`src/rtl/dpram_port_arbiter_pkg.sv`:
```
`default_nettype none
// ---------------------------------------------------------------------------
// dpram_pkg : shared types for the dual-port RAM port arbiter family
// Rev 1.0
// ---------------------------------------------------------------------------
package dpram_pkg;

    localparam int AW_DEFAULT = 10;
    localparam int DW_DEFAULT = 16;

    typedef enum logic [0:0] {
        ARB  = 1'b0,
        HOLD = 1'b1
    } arb_state_t;

    typedef struct packed {
        logic valid;
        logic id;
    } rd_tag_t;

endpackage
`default_nettype wire

```
`src/rtl/dpram_port_arbiter_if.sv`:
```
`default_nettype none
// ---------------------------------------------------------------------------
// dpram_port_arbiter_if : requester and RAM-port signals of the port arbiter
// Rev 1.0
// ---------------------------------------------------------------------------
interface dpram_port_arbiter_if #(
    parameter int AW = dpram_pkg::AW_DEFAULT,
    parameter int DW = dpram_pkg::DW_DEFAULT
) ();

    logic          REQ0, REQ1;
    logic          WE0, WE1;
    logic          LOCK0, LOCK1;
    logic [AW-1:0] ADDR0, ADDR1;
    logic [DW-1:0] WDATA0, WDATA1;
    logic          GNT0, GNT1;
    logic          RVALID0, RVALID1;
    logic [DW-1:0] RDATA0, RDATA1;
    logic          RAM_EN, RAM_WE;
    logic [AW-1:0] RAM_ADDR;
    logic [DW-1:0] RAM_WDATA;
    logic [DW-1:0] RAM_RDATA;

    // Requesters plus the RAM itself sit on the master side.
    modport master (
        output REQ0, REQ1, WE0, WE1, LOCK0, LOCK1, ADDR0, ADDR1, WDATA0, WDATA1,
        input  GNT0, GNT1, RVALID0, RVALID1, RDATA0, RDATA1,
        input  RAM_EN, RAM_WE, RAM_ADDR, RAM_WDATA,
        output RAM_RDATA
    );

    modport slave (
        input  REQ0, REQ1, WE0, WE1, LOCK0, LOCK1, ADDR0, ADDR1, WDATA0, WDATA1,
        output GNT0, GNT1, RVALID0, RVALID1, RDATA0, RDATA1,
        output RAM_EN, RAM_WE, RAM_ADDR, RAM_WDATA,
        input  RAM_RDATA
    );

endinterface
`default_nettype wire

```
`src/rtl/dpram_rd_tag_pipe.sv`:
```
`default_nettype none
// ---------------------------------------------------------------------------
// dpram_rd_tag_pipe : latency-matched {valid,id} shift register for read return
// Rev 1.0
// ---------------------------------------------------------------------------
module dpram_rd_tag_pipe
    import dpram_pkg::*;
#(
    parameter int RAM_LATENCY = 1
) (
    input  logic CLK48,
    input  logic RSTN,
    input  logic push_valid_i,
    input  logic push_id_i,
    output logic rvalid0_o,
    output logic rvalid1_o
);

    localparam int DEPTH = RAM_LATENCY + 1;

    rd_tag_t [DEPTH-1:0] tags_q;

    // Stage k holds the tag of the read accepted k+1 cycles ago.
    always_ff @(posedge CLK48 or negedge RSTN) begin
        if (!RSTN) begin
            tags_q <= '0;
        end else begin
            tags_q[0] <= '{valid: push_valid_i, id: push_id_i};
            for (int i = 1; i < DEPTH; i++) begin
                tags_q[i] <= tags_q[i-1];
            end
        end
    end

    assign rvalid0_o = tags_q[RAM_LATENCY].valid && !tags_q[RAM_LATENCY].id;
    assign rvalid1_o = tags_q[RAM_LATENCY].valid &&  tags_q[RAM_LATENCY].id;

endmodule
`default_nettype wire

```
`src/rtl/dpram_port_arbiter.sv`:
```
`default_nettype none
// ---------------------------------------------------------------------------
// dpram_port_arbiter : round-robin arbiter with bounded locked bursts for one RAM port
// Rev 1.0
// ---------------------------------------------------------------------------
module dpram_port_arbiter
    import dpram_pkg::*;
#(
    parameter int AW          = AW_DEFAULT,
    parameter int DW          = DW_DEFAULT,
    parameter int RAM_LATENCY = 1,
    parameter int MAX_HOLD    = 8
) (
    input  logic                CLK48,
    input  logic                RSTN,
    dpram_port_arbiter_if.slave bus
);

    localparam logic [8:0] MAX_HOLD_W = 9'(MAX_HOLD);

    arb_state_t    state_q;
    logic          owner_q;
    logic          last_q;
    logic          run_q;
    logic [7:0]    hold_cnt_q;
    logic          ram_en_q;
    logic          ram_we_q;
    logic [AW-1:0] ram_addr_q;
    logic [DW-1:0] ram_wdata_q;

    logic          owner_req;
    logic          other_req;
    logic          arb_mode;
    logic          gnt0;
    logic          gnt1;
    logic          gnt_any;
    logic          gnt_id;
    logic          lock_g;
    logic          we_g;
    logic [AW-1:0] addr_g;
    logic [DW-1:0] wdata_g;
    logic [8:0]    hold_inc;

    assign owner_req = owner_q ? bus.REQ1 : bus.REQ0;
    assign other_req = owner_q ? bus.REQ0 : bus.REQ1;
    // An owner that drops REQ ends its tenure and the same cycle arbitrates normally.
    assign arb_mode  = (state_q == ARB) || !owner_req;

    // run_q is cleared asynchronously, so grants vanish as soon as RSTN falls.
    always_comb begin
        gnt0 = 1'b0;
        gnt1 = 1'b0;
        if (run_q) begin
            if (arb_mode) begin
                if (bus.REQ0 && (!bus.REQ1 || last_q)) begin
                    gnt0 = 1'b1;
                end else if (bus.REQ1) begin
                    gnt1 = 1'b1;
                end
            end else begin
                gnt0 = !owner_q;
                gnt1 =  owner_q;
            end
        end
    end

    assign gnt_any  = gnt0 | gnt1;
    assign gnt_id   = gnt1;
    assign lock_g   = gnt1 ? bus.LOCK1  : bus.LOCK0;
    assign we_g     = gnt1 ? bus.WE1    : bus.WE0;
    assign addr_g   = gnt1 ? bus.ADDR1  : bus.ADDR0;
    assign wdata_g  = gnt1 ? bus.WDATA1 : bus.WDATA0;
    assign hold_inc = {1'b0, hold_cnt_q} + 9'd1;

    always_ff @(posedge CLK48 or negedge RSTN) begin
        if (!RSTN) begin
            state_q    <= ARB;
            owner_q    <= 1'b0;
            last_q     <= 1'b1;
            hold_cnt_q <= '0;
            run_q      <= 1'b0;
        end else begin
            run_q <= 1'b1;
            if (arb_mode) begin
                state_q    <= ARB;
                hold_cnt_q <= '0;
                if (gnt_any) begin
                    last_q <= gnt_id;
                    if (lock_g) begin
                        state_q    <= HOLD;
                        owner_q    <= gnt_id;
                        hold_cnt_q <= 8'd1;
                    end
                end
            end else begin
                last_q <= owner_q;
                // >= so a saturated count still yields once the other side requests.
                if (!lock_g || (other_req && (hold_inc >= MAX_HOLD_W))) begin
                    state_q    <= ARB;
                    hold_cnt_q <= '0;
                end else if (hold_inc > MAX_HOLD_W) begin
                    hold_cnt_q <= MAX_HOLD_W[7:0];
                end else begin
                    hold_cnt_q <= hold_inc[7:0];
                end
            end
        end
    end

    always_ff @(posedge CLK48 or negedge RSTN) begin
        if (!RSTN) begin
            ram_en_q    <= 1'b0;
            ram_we_q    <= 1'b0;
            ram_addr_q  <= '0;
            ram_wdata_q <= '0;
        end else begin
            ram_en_q <= gnt_any;
            ram_we_q <= gnt_any && we_g;
            if (gnt_any) begin
                ram_addr_q  <= addr_g;
                ram_wdata_q <= wdata_g;
            end
        end
    end

    dpram_rd_tag_pipe #(
        .RAM_LATENCY (RAM_LATENCY)
    ) u_rd_tag_pipe (
        .CLK48        (CLK48),
        .RSTN         (RSTN),
        .push_valid_i (gnt_any && !we_g),
        .push_id_i    (gnt_id),
        .rvalid0_o    (bus.RVALID0),
        .rvalid1_o    (bus.RVALID1)
    );

    assign bus.GNT0      = gnt0;
    assign bus.GNT1      = gnt1;
    assign bus.RDATA0    = bus.RAM_RDATA;
    assign bus.RDATA1    = bus.RAM_RDATA;
    assign bus.RAM_EN    = ram_en_q;
    assign bus.RAM_WE    = ram_we_q;
    assign bus.RAM_ADDR  = ram_addr_q;
    assign bus.RAM_WDATA = ram_wdata_q;

endmodule
`default_nettype wire

```
`src/flat_wrapper.sv`:
```
// flat-port wrapper written by rule: the top's interface ports become plain ports
module dpram_port_arbiter_flat import dpram_pkg::*;
#(
    parameter int AW          = AW_DEFAULT,
    parameter int DW          = DW_DEFAULT,
    parameter int RAM_LATENCY = 1,
    parameter int MAX_HOLD    = 8
)
  (CLK48, RSTN, bus_REQ0, bus_REQ1, bus_WE0, bus_WE1, bus_LOCK0, bus_LOCK1, bus_ADDR0, bus_ADDR1, bus_WDATA0, bus_WDATA1, bus_GNT0, bus_GNT1, bus_RVALID0, bus_RVALID1, bus_RDATA0, bus_RDATA1, bus_RAM_EN, bus_RAM_WE, bus_RAM_ADDR, bus_RAM_WDATA, bus_RAM_RDATA);
  dpram_port_arbiter_if #(.AW(AW), .DW(DW)) bus_i ();
  input  logic CLK48;
  input  logic RSTN;
  input wire logic [$bits(bus_i.REQ0)-1:0] bus_REQ0;
  input wire logic [$bits(bus_i.REQ1)-1:0] bus_REQ1;
  input wire logic [$bits(bus_i.WE0)-1:0] bus_WE0;
  input wire logic [$bits(bus_i.WE1)-1:0] bus_WE1;
  input wire logic [$bits(bus_i.LOCK0)-1:0] bus_LOCK0;
  input wire logic [$bits(bus_i.LOCK1)-1:0] bus_LOCK1;
  input wire logic [$bits(bus_i.ADDR0)-1:0] bus_ADDR0;
  input wire logic [$bits(bus_i.ADDR1)-1:0] bus_ADDR1;
  input wire logic [$bits(bus_i.WDATA0)-1:0] bus_WDATA0;
  input wire logic [$bits(bus_i.WDATA1)-1:0] bus_WDATA1;
  output wire logic [$bits(bus_i.GNT0)-1:0] bus_GNT0;
  output wire logic [$bits(bus_i.GNT1)-1:0] bus_GNT1;
  output wire logic [$bits(bus_i.RVALID0)-1:0] bus_RVALID0;
  output wire logic [$bits(bus_i.RVALID1)-1:0] bus_RVALID1;
  output wire logic [$bits(bus_i.RDATA0)-1:0] bus_RDATA0;
  output wire logic [$bits(bus_i.RDATA1)-1:0] bus_RDATA1;
  output wire logic [$bits(bus_i.RAM_EN)-1:0] bus_RAM_EN;
  output wire logic [$bits(bus_i.RAM_WE)-1:0] bus_RAM_WE;
  output wire logic [$bits(bus_i.RAM_ADDR)-1:0] bus_RAM_ADDR;
  output wire logic [$bits(bus_i.RAM_WDATA)-1:0] bus_RAM_WDATA;
  input wire logic [$bits(bus_i.RAM_RDATA)-1:0] bus_RAM_RDATA;
  assign bus_i.REQ0 = bus_REQ0;
  assign bus_i.REQ1 = bus_REQ1;
  assign bus_i.WE0 = bus_WE0;
  assign bus_i.WE1 = bus_WE1;
  assign bus_i.LOCK0 = bus_LOCK0;
  assign bus_i.LOCK1 = bus_LOCK1;
  assign bus_i.ADDR0 = bus_ADDR0;
  assign bus_i.ADDR1 = bus_ADDR1;
  assign bus_i.WDATA0 = bus_WDATA0;
  assign bus_i.WDATA1 = bus_WDATA1;
  assign bus_GNT0 = bus_i.GNT0;
  assign bus_GNT1 = bus_i.GNT1;
  assign bus_RVALID0 = bus_i.RVALID0;
  assign bus_RVALID1 = bus_i.RVALID1;
  assign bus_RDATA0 = bus_i.RDATA0;
  assign bus_RDATA1 = bus_i.RDATA1;
  assign bus_RAM_EN = bus_i.RAM_EN;
  assign bus_RAM_WE = bus_i.RAM_WE;
  assign bus_RAM_ADDR = bus_i.RAM_ADDR;
  assign bus_RAM_WDATA = bus_i.RAM_WDATA;
  assign bus_i.RAM_RDATA = bus_RAM_RDATA;
  dpram_port_arbiter #(.AW(AW), .DW(DW), .RAM_LATENCY(RAM_LATENCY), .MAX_HOLD(MAX_HOLD)) u_core (.CLK48(CLK48), .RSTN(RSTN), .bus(bus_i));
endmodule
```
`config.mk`:
```
export PLATFORM = sky130hd
export DESIGN_NAME = dpram_port_arbiter_flat
export DESIGN_NICKNAME = d
export VERILOG_FILES = /design/src/rtl/dpram_port_arbiter_pkg.sv /design/src/rtl/dpram_port_arbiter_if.sv /design/src/rtl/dpram_rd_tag_pipe.sv /design/src/rtl/dpram_port_arbiter.sv /design/src/flat_wrapper.sv
export SDC_FILE = /design/constraint.sdc
export NUM_CORES = 1
export LEC_CHECK = 0
export CAP_MARGIN = 20
export CORE_ASPECT_RATIO = 0.8
export CORE_MARGIN = 1
export CORE_UTILIZATION = 40
export CTS_CLUSTER_DIAMETER = 30
export DETAILED_ROUTE_END_ITERATION = 8
export HOLD_SLACK_MARGIN = 0.1
export MAX_ROUTING_LAYER = met4
export PLACE_DENSITY = 0.86
export SYNTH_ARGS = -nofsm -noshare
export SYNTH_HDL_FRONTEND = slang
export SYNTH_SLANG_ARGS = --single-unit
```
`constraint.sdc`:
```
create_clock -name CLK48 -period 3.3 [get_ports CLK48]
set_input_delay 0.33 -clock CLK48 [delete_from_list [all_inputs] [get_ports CLK48]]
set_output_delay 0.33 -clock CLK48 [all_outputs]
set_load 0.01 [all_outputs]
```
* Yosys cells after proc, flatten, opt, wreduce, memory -nomap -nowiden
Cells that the tools add are included.
** Storage, ports and cells
- Input port bits :: 76
- Word-level logic and storage cells :: 60
- Bits in registers :: 44
- Output and inout bits :: 64
** Cells by class
- Reduce and logical (&&, ||, !) cells :: 17
- Equality and inequality tests :: 1
- Bitwise logic cells :: 2
- $lt $le $gt $ge :: 2
- Add/sub/neg operators :: 1
- Muxes and demuxes :: 24
** Operators with widths (number)
- two-way mux 8 bit :: 4
- two-way mux 1 bit :: 18
- two-way mux 16 bit :: 1
- two-way mux 10 bit :: 1
- adder 8 x 1 -> 9 bit, second input constant :: 1
- greater-or-equal comparator 9 x 4 -> 1 bit, second input constant :: 1
- greater-than comparator 9 x 4 -> 1 bit, second input constant :: 1
- logical AND 1 bit :: 6
- logical NOT 1 bit :: 6
- logical OR 1 bit :: 3
- AND reduction 3 bit :: 1
- inequality test 2 bit, second input constant :: 1
- nonzero test 2 bit :: 1
- inverter 1 bit :: 1
- bitwise OR 1 bit :: 1

* Logic depth before layout (Yosys ltp)
- Word-level depth :: 11
- Gate-level depth with buffers :: 6
- Gate-level depth less buffers :: 6

* By module
From an unflattened synthesis, not the netlist that was laid out.
** Unflattened totals
- Cells, all modules :: 228
- Area total of the unflattened synthesis :: 2378.5 sq um
** By module, submodules not included
- dpram_port_arbiter :: cells an instance 222, area each 2262.2 sq um, seq. area each 1002.2 sq um, instances 1
- dpram_rd_tag_pipe :: cells an instance 6, area each 116.4 sq um, seq. area each 100.1 sq um, instances 1

* Least setup slack after synthesis
No wires, ideal clock.
- Kind :: register to register
- Start point :: register u_core.hold_cnt_q[0]
- End point :: register u_core.hold_cnt_q[2]
- Path buffers :: 0
- Setup time :: 66 ps
- Setup slack :: 1581 ps
- Cell stages (with the launch flop) :: 7
- Clock period less this slack :: 1719 ps
- Required time :: 3234 ps
- Arrival time :: 1653 ps
- Path through :: dfrtp_1 ha_1 a21bo_2 nor4_2 o22ai_1 a2111oi_2 and2_1
** On the way
- Cells in the longest elaborated chain, start to end :: 6
- Elaborated cells between the ends (all ways) :: 8
- Classes of those cells :: add/sub (1); order compare (2); mux (3); reduce/logical (2)
** Ends and longest elaborated chain
- start: declaration :: line dpram_port_arbiter.sv:25 : logic [7:0] hold_cnt_q;
- start signal: assignment :: line dpram_port_arbiter.sv:102 : hold_cnt_q <= MAX_HOLD_W[7:0];
- start signal: assignment :: line dpram_port_arbiter.sv:104 : hold_cnt_q <= hold_inc[7:0];
- adder 8 x 1 -> 9 bit * :: line dpram_port_arbiter.sv:73 : assign hold_inc = {1'b0, hold_cnt_q} + 9'd1;
- greater-or-equal comparator 9 x 4 -> 1 bit :: line dpram_port_arbiter.sv:98 : if (!lock_g || (other_req && (hold_inc >= MAX_HOLD_W))) begin
- logical AND 1 bit :: line dpram_port_arbiter.sv:98
- logical OR 1 bit :: line dpram_port_arbiter.sv:98
- two-way mux 8 bit * :: line dpram_port_arbiter.sv:98
- two-way mux 8 bit * :: line dpram_port_arbiter.sv:84 : if (arb_mode) begin
Every way passes the cells marked *; elsewhere a longest branch is shown, timed or not.
A chain may end at the register's enable or synchronous reset.

* Worst setup path after layout
- Start point :: register u_core.last_q
- End point :: output bus_GNT0
** On the way
- Cells in the longest elaborated chain, start to end :: 5
** Ends and longest elaborated chain
- start: declaration :: line dpram_port_arbiter.sv:23 : logic last_q;
- start signal: assignment :: line dpram_port_arbiter.sv:88 : last_q <= gnt_id;
- start signal: assignment :: line dpram_port_arbiter.sv:96 : last_q <= owner_q;
- logical OR 1 bit :: line dpram_port_arbiter.sv:55 : if (bus.REQ0 && (!bus.REQ1 || last_q)) begin
- logical AND 1 bit :: line dpram_port_arbiter.sv:55
- two-way mux 1 bit :: line dpram_port_arbiter.sv:55
- two-way mux 1 bit :: line dpram_port_arbiter.sv:54 : if (arb_mode) begin
- two-way mux 1 bit :: line dpram_port_arbiter.sv:53 : if (run_q) begin
- end: declaration :: line flat_wrapper.sv:23 : output wire logic [$bits(bus_i.GNT0)-1:0] bus_GNT0;
Every way passes these cells.

==> results.json <==
{
  "status": "finished clean",
  "nets": 383,
  "synth_cell_types": 51,
  "startpoint_type": "register",
  "multiInputGateArea_um2": 1030,
  "fmax_ghz": 0.414,
  "antenna_found_initial": 0,
  "drtIter0Drc": 84,
  "grt_max_degree": 55,
  "track_usage_pct": 18.1,
  "worstHoldStart": "u_core.u_rd_tag_pipe.tags_q[0]",
  "path_class": "reg2out",
  "start_util_pct": 42.9,
  "synth_cells": 239,
  "placed_area_um2": 3170,
  "diodes": 0,
  "synth_area_leader_cell": "dfrtp_1",
  "grt_pass1_vias": 1894,
  "gr-total-overflow": 0,
  "cts_buffers": 5,
  "post_drt_wl_per_cell_um": 13.8,
  "cts-root-buf": "clkbuf_8",
  "setup_violations": 0,
  "ys_warn_count": 0,
  "clock_path_buffers": 2,
  "final-hold-violation-count": 0,
  "gp_congestion": 0.957,
  "power.density_nw_per_um2": 492,
  "stdcell_area_um2": 3310,
  "syn_avg_cell_area_um2": 10.1,
  "maxCapViolCount": 0,
  "ys_top_cells_by_area": "dfrtp_1 (45%), mux2i_1 (11%), buf_4 (10%), nand2_1 (5.6%), o21ai_1 (4.0%)",
  "ant_nets": 0,
  "die_y_um": 71.4,
  "async_flop_share_pct": 100,
  "crit_start": "u_core.last_q",
  "cp_slowest_stage_delay_ns": 0.59,
  "drv_slew": 0,
  "fin_crit_ns": 2.42,
  "io_pins": 140,
  "area_delta_synth_final_pct": 37.5,
  "irDropWorstVdd_v": 0.000206,
  "fin_skew_ns": 0.00532,
  "post_cts_buffers": 0,
  "cts_sinks": 44,
  "r2r_start": "u_core.last_q",
  "die-area_um2": 6330,
  "path_max_fanout": 16,
  "fillers": 491,
  "critPathSlowestCell": "clkdlybuf4s50_1",
  "synth_edf_count": 0,
  "port_buffers": 91,
  "cts.htree.levels": 2,
  "hold-worst-slack_ns": 0.351,
  "viasPerCell": 5.01,
  "netlist.area_leader.share_pct": 44.7,
  "grt_pass1_wl_um": 8580,
  "cp-end-kind": "primary output",
  "path_buf_inv": 2,
  "dpl.hpwl_um": 3850,
  "firstDrtPassIters": 4,
  "crit_chain": "nand2b_1 -> a31oi_4 -> buf_4 -> clkdlybuf4s50_1",
  "regArea_um2": 1100,
  "synth-seq-cells": 44,
  "fin_crit_sh_pct": 73.2,
  "crit_arrival_ns": 2.09,
  "drcViolationCount": 0,
  "crit_family": "buffers and inverters",
  "drive_above_1_share_pct": 8.82,
  "row_count": 24,
  "clock_latency_ns": 0.29,
  "drt_wl_total_um": 5300,
  "setup_tns_ns": 0,
  "coreArea_um2": 5620,
  "synthFlopType": "dfrtp_1",
  "vias": 1925,
  "grt_setup_unrepaired": "false",
  "cts_tree": "done",
  "synth_seq_area_share_pct": 45.8,
  "synth_area_um2": 2410,
  "path_clk_slew_ns": 0.08,
  "die_w_um": 88.7,
  "worstPathRequired_ns": 2.97,
  "p_leak_nw": 1.33,
  "holdCritPathClass": "reg2reg"
}
routing by layer:
layer	vias up	wire [um]	global-route usage, %
met2	89	2460	29.0
li1	927	-	-
met5	-	0	-
met4	0	70	6.63
met1	902	2410	22.4
met3	7	356	4.15
what timing repair did:
item	in CTS	in global routing
hold buffers	0	1
hold endpoints to repair	0	43
resized for setup	0	0
area by class of cell:
cell class / instances / share of cell area (%)
clock buffers: 6 / 2.19
clock inverters: 2 / 1.06
inverters: 3 / 0.340
multi-input cells: 155 / 31.2
flip-flops and latches: 44 / 33.3
well taps: 78 / 2.95
repair buffers: 96 / 29.0
worst register-to-register path: stages, from the launching register on:
cell and delay, ns:
dfstp_2 0.55, nand2b_1 0.16, a31oi_4 0.21, buf_4 0.29, buf_4 0.34, o21a_1 0.17, o21ai_1 0.08, a22o_1 0.19
cell usage after synthesis, types with 2 or more instances:
| master | n |
|---|---|
| and2_2 | 2 |
| nand2b_1 | 3 |
| buf_2 | 4 |
| and2_1 | 4 |
| o21ai_1 | 19 |
| nor2_1 | 2 |
| nor3_1 | 2 |
| inv_1 | 3 |
| a22o_1 | 2 |
| a21o_1 | 2 |
| buf_4 | 33 |
| dfrtp_1 | 43 |
| clkbuf_1 | 2 |
| a21oi_1 | 3 |
| o21ai_0 | 12 |
| a211oi_1 | 3 |
| and3_1 | 2 |
| conb_1 | 2 |
| nand2_1 | 36 |
| mux2i_1 | 27 |
| xor2_1 | 2 |
| ha_1 | 2 |
sequential cells by signal, indices dropped and copies added (netlist names), 4 cells and up:
register,count
u_core.hold_cnt_q,8
u_core.bus.RAM_ADDR,10
u_core.bus.RAM_WDATA,16
u_core.u_rd_tag_pipe.tags_q,4
cell families (layout without fill, tap and decap cells):
family | Yosys count | in the layout | synth area share [%]
other | 2 | 5 | 0.312
xor gates and xnor gates | 2 | 2 | 0.728
buffers and inverters | 43 | 107 | 12.4
AOI/OAI and AO/OA | 57 | 57 | 15.7
adders and majority gates | 2 | 2 | 1.04
DFF | 44 | 44 | 45.8
muxes | 27 | 27 | 11.2
and+or+nand+nor | 62 | 62 | 12.8
through the flow:
step                      power [mW]  std cells  worst slack (ns)  utilization [%]
after floorplan                0.971        242              1.58                -
after global placement          1.23        374             0.978             56.5
after detailed placement        1.24        374             0.926             56.5
after CTS                       1.64        382             0.862             58.4
after global routing            1.72        384             0.768             58.9
final                           1.63        384             0.883             58.9
layout by cell type, fill, tap and decap left out, types with 3 or more instances in the layout:
cell type,n
o21ai_1,19
nand2_1,36
dfrtp_1,43
conb_1,5
a211oi_1,3
inv_1,3
nand2b_1,3
clkdlybuf4s50_1,90
mux2i_1,27
buf_4,3
clkbuf_8,5
and2_1,4
o21ai_0,12
a21oi_1,3
path summary, 6_finish.rpt:
kind                       depth (start not counted)  slack [ns]                        endpoint
setup / recovery                                   4        0.88                        bus_GNT0
hold / removal                                     0        0.35  u_core.u_rd_tag_pipe.tags_q[2]
setup reg to reg                                   7        1.21                  u_core.owner_q
hold reg to reg                                    0        0.35  u_core.u_rd_tag_pipe.tags_q[2]
max in group asynchronous                          3        2.44                   u_core.last_q
min in group asynchronous                          2        0.39          u_core.bus.RAM_ADDR[3]
where the power goes:
group,switching (mW),total (mW),internal (mW)
registers,0.0676,0.710,0.643
logic,0.217,0.520,0.303
clock network,0.172,0.396,0.225
total,0.457,1.63,1.17
No activity file was read; power rests on OpenSTA's default activity.
